[config.mk]
export PLATFORM = sky130hd
export DESIGN_NAME = counter_ctrl_cond
export DESIGN_NICKNAME = d
export VERILOG_FILES = /design/src/rtl/counter_ctrl_cond_pkg.sv /design/src/rtl/counter_ctrl_cond_sync_chain.sv /design/src/rtl/counter_ctrl_cond.sv
export SDC_FILE = /design/constraint.sdc
export NUM_CORES = 1
export LEC_CHECK = 0
export CAP_MARGIN = 20
export CORE_ASPECT_RATIO = 1.5
export CORE_MARGIN = 10
export CORE_UTILIZATION = 30
export CTS_BUF_LIST = sky130_fd_sc_hd__clkbuf_16
export DETAILED_ROUTE_END_ITERATION = 12
export DONT_BUFFER_PORTS = 1
export PLACE_DENSITY = 0.44
export SLEW_MARGIN = 20
export SYNTH_ARGS = -nofsm -noshare
export SYNTH_HDL_FRONTEND = slang
export SYNTH_SLANG_ARGS = --single-unit
[constraint.sdc]
create_clock -name clk -period 1.27 [get_ports clk]
set_input_delay 0.254 -clock clk [delete_from_list [all_inputs] [get_ports clk]]
set_output_delay 0.254 -clock clk [all_outputs]
set_load 0.005 [all_outputs]
[src/rtl/counter_ctrl_cond_pkg.sv]
// ============================================================================
// Module : counter_ctrl_cond_pkg
// Brief  : Shared load-FSM state encoding and parameter defaults for the
//          counter_298A control conditioning stage.
// Rev    : 1.0
// ============================================================================
`default_nettype none

package counter_ctrl_cond_pkg;

  localparam int DEF_SYNC_STAGES     = 2;
  localparam int DEF_DEBOUNCE_CYCLES = 16;
  localparam int DEF_PRESCALE        = 1;

  // 2'd3 is unused; the FSM treats it as IDLE
  typedef enum logic [1:0] {
    ST_IDLE     = 2'd0,
    ST_ARMED    = 2'd1,
    ST_WAIT_REL = 2'd2
  } load_state_t;

  function automatic int cnt_width(input int n);
    return (n > 1) ? $clog2(n) : 1;
  endfunction

endpackage

`default_nettype wire

[src/rtl/counter_ctrl_cond_sync_chain.sv]
// ============================================================================
// Module : sync_chain
// Brief  : Reset-to-0 multi-stage flop synchronizer, WIDTH bits wide.
// Rev    : 1.0
// ============================================================================
`default_nettype none

module sync_chain #(
  parameter int STAGES = 2,
  parameter int WIDTH  = 1
) (
  input  logic             clk,
  input  logic             reset,
  input  logic [WIDTH-1:0] din,
  output logic [WIDTH-1:0] dout
);

  logic [WIDTH-1:0] r_stage [STAGES];

  always_ff @(posedge clk or posedge reset) begin
    if (reset) r_stage[0] <= '0;
    else       r_stage[0] <= din;
  end

  for (genvar i = 1; i < STAGES; i++) begin : g_stage
    always_ff @(posedge clk or posedge reset) begin
      if (reset) r_stage[i] <= '0;
      else       r_stage[i] <= r_stage[i-1];
    end
  end

  assign dout = r_stage[STAGES-1];

endmodule

`default_nettype wire

[src/rtl/counter_ctrl_cond.sv]
// ============================================================================
// Module : counter_ctrl_cond
// Brief  : Synchronizes raw pin controls, debounces the load button into a
//          single-cycle strobe with captured data, and rate-limits count enable.
// Rev    : 1.0
// ============================================================================
`default_nettype none

module counter_ctrl_cond
  import counter_ctrl_cond_pkg::*;
#(
  parameter int SYNC_STAGES     = DEF_SYNC_STAGES,
  parameter int DEBOUNCE_CYCLES = DEF_DEBOUNCE_CYCLES,
  parameter int PRESCALE        = DEF_PRESCALE
) (
  input  logic       clk,
  input  logic       reset,
  input  logic       en_in,
  input  logic       load_in,
  input  logic       up_in,
  input  logic       oe_in,
  input  logic [7:0] d_in,
  output logic       en_out,
  output logic       load_out,
  output logic       up_out,
  output logic       oe_out,
  output logic [7:0] d_out,
  output logic       load_busy
);

  localparam int                CNT_W   = cnt_width(DEBOUNCE_CYCLES);
  localparam logic [CNT_W-1:0]  CNT_MAX = CNT_W'(DEBOUNCE_CYCLES - 1);

  logic [3:0]       w_ctl_sync;
  logic [7:0]       w_sync_d;
  logic             w_sync_en;
  logic             w_sync_load;
  logic             w_tick;
  logic             w_capture;
  logic             r_stable_load;
  logic [CNT_W-1:0] r_cnt;
  logic [7:0]       r_d_out;
  load_state_t      r_state;
  load_state_t      w_state_next;

  sync_chain #(.STAGES(SYNC_STAGES), .WIDTH(4)) u_sync_ctl (
    .clk   (clk),
    .reset (reset),
    .din   ({en_in, up_in, oe_in, load_in}),
    .dout  (w_ctl_sync)
  );

  // d skew between bits is harmless: it is only sampled after debounce settles
  sync_chain #(.STAGES(SYNC_STAGES), .WIDTH(8)) u_sync_d (
    .clk   (clk),
    .reset (reset),
    .din   (d_in),
    .dout  (w_sync_d)
  );

  assign w_sync_en   = w_ctl_sync[3];
  assign up_out      = w_ctl_sync[2];
  assign oe_out      = w_ctl_sync[1];
  assign w_sync_load = w_ctl_sync[0];

  always_ff @(posedge clk or posedge reset) begin
    if (reset) begin
      r_stable_load <= 1'b0;
      r_cnt         <= '0;
    end else if (w_sync_load == r_stable_load) begin
      r_cnt <= '0;
    end else if (r_cnt == CNT_MAX) begin
      r_stable_load <= w_sync_load;
      r_cnt         <= '0;
    end else begin
      r_cnt <= r_cnt + 1'b1;
    end
  end

  always_ff @(posedge clk or posedge reset) begin
    if (reset) r_state <= ST_IDLE;
    else       r_state <= w_state_next;
  end

  always_comb begin
    w_state_next = r_state;
    w_capture    = 1'b0;
    case (r_state)
      ST_IDLE: begin
        if (r_stable_load) begin
          w_state_next = ST_ARMED;
          w_capture    = 1'b1;
        end
      end
      ST_ARMED:    w_state_next = ST_WAIT_REL;
      ST_WAIT_REL: if (!r_stable_load) w_state_next = ST_IDLE;
      default:     w_state_next = ST_IDLE;
    endcase
  end

  always_ff @(posedge clk or posedge reset) begin
    if (reset)          r_d_out <= 8'h00;
    else if (w_capture) r_d_out <= w_sync_d;
  end

  if (PRESCALE > 1) begin : g_prescale
    localparam int PW = $clog2(PRESCALE);
    localparam logic [PW-1:0] P_MAX = PW'(PRESCALE - 1);
    logic [PW-1:0] r_cnt_p;

    always_ff @(posedge clk or posedge reset) begin
      if (reset)               r_cnt_p <= '0;
      else if (r_cnt_p == P_MAX) r_cnt_p <= '0;
      else                     r_cnt_p <= r_cnt_p + 1'b1;
    end

    assign w_tick = (r_cnt_p == P_MAX);
  end else begin : g_no_prescale
    assign w_tick = 1'b1;
  end

  assign load_out  = (r_state == ST_ARMED);
  assign load_busy = (r_state != ST_IDLE);
  assign d_out     = r_d_out;
  // a tick coinciding with the load strobe is dropped, not deferred
  assign en_out    = w_sync_en & w_tick & ~load_out;

endmodule

`default_nettype wire

# Yosys cells after proc, flatten, opt, wreduce, memory -nomap -nowiden

Index checks and enable logic that the tools add are counted.

Logic and storage cells: 29
Bits of input ports: 14
Flip-flop bits (word level): 39
Output and inout port bits: 13

Equality and inequality tests: 6
Muxes and demuxes: 7
Reductions and logical operators: 4
$add $sub $neg: 1
Bitwise gates (word level): 3

Operator list:

| cell                                                            | count |
|---|---|
| 4-bit 2-to-1 mux                                                | 2 |
| 2-bit case mux with 3 select lines                              | 1 |
| 4-bit by 1-bit adder with 4-bit output, second input constant   | 1 |
| 4-bit == test, second input constant                            | 1 |
| 2-bit 2-to-1 mux                                                | 2 |
| 2-bit inequality test, second input constant                    | 2 |
| 2-bit AND reduction                                             | 2 |
| 2-bit by 1-bit == test with 1-bit output, second input constant | 1 |
| 2-bit == test, second input constant                            | 1 |
| 2-bit logical NOT                                               | 1 |
| 1-bit 2-to-1 mux                                                | 2 |
| 1-bit inverter                                                  | 2 |
| 2-bit nonzero test                                              | 1 |
| 1-bit bitwise AND                                               | 1 |
| 1-bit == test                                                   | 1 |

# Logic depth before layout (Yosys ltp)

Depth in word-level cells: 3
Gate-level depth with buffers: 3

# Modules after synthesis

A second synthesis with hierarchy kept.

Cells, all modules: 82
Area, all modules: 1317.5 um^2

Modules (own cells, without submodules):

| module                  | area an instance (um^2) | cells an instance | instances |
|---|---|---|---|
| counter_ctrl_cond       | 619.3                   | 44                | 1 |
| sync_chain (u_sync_d)   | 464.2                   | 25                | 1 |
| sync_chain (u_sync_ctl) | 234.0                   | 13                | 1 |

# Least setup slack after synthesis

No wires, ideal clock.

Path type: register -> register
From: register r_state[1]
To: register r_d_out[0] (netlist: d_out[0])
Setup slack: 0.109 ns
Stages on the path, launching flop included: 4
Setup time: 0.125 ns
Arrival time: 1.036 ns
Required time: 1.145 ns
Period minus slack after synthesis: 1.161 ns
Cell sequence: dfrtp_1 -> nor3b_2 -> buf_6 -> mux2_2

Word-level cells in the longest chain between the ends: 2

Ends and longest elaborated chain:

| what                     | RTL line                 | source |
|---|---|---|
| start: declaration       | counter_ctrl_cond.sv:43  | `load_state_t r_state;` |
| start signal: assignment | counter_ctrl_cond.sv:82  | `else r_state <= w_state_next;` |
| 2-bit logical NOT        | counter_ctrl_cond.sv:88  | `case (r_state)` |
| 1-bit 2-to-1 mux         | counter_ctrl_cond.sv:88  |  |
| end signal: assignment   | counter_ctrl_cond.sv:103 | `else if (w_capture) r_d_out <= w_sync_d;` |
| end: declaration         | counter_ctrl_cond.sv:42  | `logic [7:0] r_d_out;` |

Every way passes these cells.
A chain may end at the register's enable or synchronous reset.

# Worst setup path in the final report

From: register r_state[0]
To: register r_d_out[2] (netlist: d_out[2])

Same word-level chain as after synthesis.

==> results.py <==
metrics = {
    "cells_and_area": {
        "diodes": 0,
        "nets": 104,
        "layout-area-overhead-vs-synth_pct": 32.3,
        "final.fill_count": 356,
        "drive_gt1_frac": 0.289,
        "finalNonFillerCells": 135,
        "multi_input_area_um2": 241,
        "ff_latch_area_um2": 977,
    },
    "critical_path": {
        "cp_num_buf_inv": 1,
        "worst_ep_required_time_ns": 1.43,
        "crit_type": "reg -> reg",
        "crit_path_cell_trace": "nor3b_2 -> buf_6 -> mux2_2",
        "crit_fanout": 9,
        "critPathTopFamily": "flip-flops",
        "worst_path_max_delay_cell": "dfrtp_2",
        "cp-start-kind": "flip-flop",
        "cp.arrival_ns": 1.41,
        "slowest_delay_ns": 0.44,
        "end_kind": "flip-flop",
    },
    "yosys": {
        "synth_top_family_by_area": "multiplexers",
        "synth_enable_flop_cells": 0,
        "yosys.area_share.simple": 0.0475,
        "ys_seq_area_frac": 0.806,
        "yosys.area.top_type": "dfrtp_1",
        "synth_cells": 67,
        "ys_types": 19,
        "synthMostInstantiatedCell": "dfrtp_1",
        "yosys-top-cells-area": "dfrtp_1 81%, mux2_2 8.4%, xnor2_1 1.4%",
        "yosys.area_share.adder": 0.0103,
        "synth_mux_area_frac": 0.0837,
        "synth-xor-area-share": 0.0145,
        "syn-num-nets": 82,
        "syn_area_mm2": 0.00121,
        "avgSynthCellArea_um2": 18.1,
        "synth_commonest_cells": "39 x dfrtp_1, 9 x mux2_2, 2 x inv_1, 2 x xnor2_1",
        "synth_top_flop_cell": "dfrtp_1",
        "synthArstFlopShare": 1.00,
        "synth_compound_area_frac": 0.0227,
        "ys_warn_count": 0,
        "ys_ff_latch": 39,
        "yosys.area.top_type_share": 0.806,
    },
    "cts": {
        "clk_latency_ns": 0.27,
        "cts.sinks": 39,
        "cts-htree-levels": 2,
        "cts_tree": "yes",
        "cts_root_buffer": "clkbuf_16",
        "clockBufferDepth": 2,
        "numCtsBuffers": 5,
        "cts.clk_slew.worst_paths_ns": 0.05,
    },
    "flow_run": {
        "drv_cap": 0,
    },
    "grt": {
        "antenna_found_initial": 0,
        "grt_max_degree": 40,
        "met3_usage": 0.0344,
        "use_met2": 0.0960,
        "grt_pass1_wl_um": 3350,
        "top_usage_layer": "met2",
        "grt.overflow.total": 0,
        "met1_usage": 0.0608,
        "grt_usage": 0.0628,
        "grt_pass1_vias": 645,
    },
    "place": {
        "dp_cells": 114,
        "port_buffers": 0,
        "place_ws_ns": 0.0166,
        "hpwl_um": 1380,
        "gp_congestion": 0.596,
    },
    "timing": {
        "holdWs_ns": 0.345,
        "rsz0062_at_grt": "true",
        "finalSetupViolations": 0,
        "fin_skew_ns": 0.00375,
        "worst_slack_ns": 0.0233,
        "slew_headroom": 0.684,
        "fin_crit_sh": 0.982,
        "max_freq_ghz": 0.802,
        "drv_slew": 0,
        "tightest_slew_ns": 0.473,
        "finalHoldViolations": 0,
        "min_period_ns": 1.25,
    },
    "outcome": {
        "status": "finished, final reports clean",
    },
    "floorplan": {
        "placementRows": 28,
        "dieArea_mm2": 0.00703,
        "io_pins": 27,
        "die_w_um": 71.9,
        "die_y_um": 97.8,
        "initial_utilization": 0.309,
        "coreArea_mm2": 0.00392,
    },
    "drt": {
        "drc": 0,
        "drtIter0Drc": 14,
        "wl_per_cell_um": 14.9,
        "vias": 590,
        "drt_wl_total_um": 2020,
        "detail-route-antenna-nets": 0,
        "avgViaCountPerCell": 4.37,
        "drt_first_pass_iters": 4,
    },
    "power": {
        "ir_worst_vdd_mv": 1.10,
        "power_mw": 2.75,
        "powerDensity_mw_per_mm2": 1710,
        "p_leak_nw": 0.751,
    },
    "min_path": {
        "hold_class": "reg -> reg",
    },
}
-- cells by family (layout without fill, tap and decap cells) --
kind of cell,Yosys count,count (layout)
flip-flops,39,39
multiplexers,9,9
AND/OR/NAND/NOR,9,9
AO/OA/AOI/OAI,4,4
buffers and inverters,3,26
XOR/XNOR,2,2
adder cells (fa/ha/maj),1,1
-- flip-flops by register name, indices dropped and copies added (netlist names) --
name	count
u_sync_d.r_stage	8
d_out	8
r_cnt	4
u_sync_ctl.r_stage	4
u_sync_d.dout	8
r_state	2
r_stable_load	1
u_sync_ctl.dout	4
-- per-stage QoR --
stage	util	cell area [um^2]	TNS, ns
after global routing	0.408	1600	-0.375
after detailed placement	0.326	1280	0
after CTS	0.405	1590	0
final	0.408	1600	0
after global placement	0.326	1280	0
after floorplan	-	1210	0
-- final cells by class --
class | instances | area share
well taps | 45 | 0.0351
flip-flops and latches | 39 | 0.610
multi-input cells | 25 | 0.151
clock inverters | 3 | 0.0242
clock buffers | 5 | 0.0781
inverters | 2 | 0.00468
repair buffers | 16 | 0.0976
-- cell usage in the layout (no fill, tap or decap), types with 2 or more instances in the layout --
cell           synthesis  layout
dlygate4sd3_1          0      13
clkbuf_16              0       5
mux2_2                 9       8
dfrtp_1               39      38
buf_4                  0       2
xnor2_1                2       2
inv_1                  2       2
-- where the power goes --
part / switching (mW) / internal, mW
Combinational: 0.0378 / 0.0452
Sequential: 0.0221 / 1.29
Clock: 0.434 / 0.914
-- timing repair --
| action | in CTS | in global routing |
|---|---|---|
| pin swaps | 1 | 0 |
| setup buffers | 0 | 0 |
| hold endpoints to repair | 51 | 0 |
| cloned | 0 | 0 |
| hold buffers | 13 | 0 |
| setup endpoints to repair | 3 | 11 |
| gates resized for setup | 5 | 3 |
-- final timing paths --
kind                                      from          endpoint  slack, ns  cells past startpoint
setup / recovery                    r_state[0]          d_out[2]       0.02                      3
hold / removal             u_sync_d.r_stage[8]  u_sync_d.dout[0]       0.35                      0
setup reg to reg                    r_state[0]          d_out[2]       0.02                      3
hold reg to reg            u_sync_d.r_stage[8]  u_sync_d.dout[0]       0.35                      0
max in group asynchronous                reset        r_state[0]       0.38                      3
min in group asynchronous                reset          d_out[5]       0.54                      3
-- per-layer routing --
metal  share of wire  up-vias
met5               0        -
met4           0.023        0
met3           0.071        4
met2            0.54       18
met1            0.36      305
li1                -      263
(Power assumes the default switching activity.)
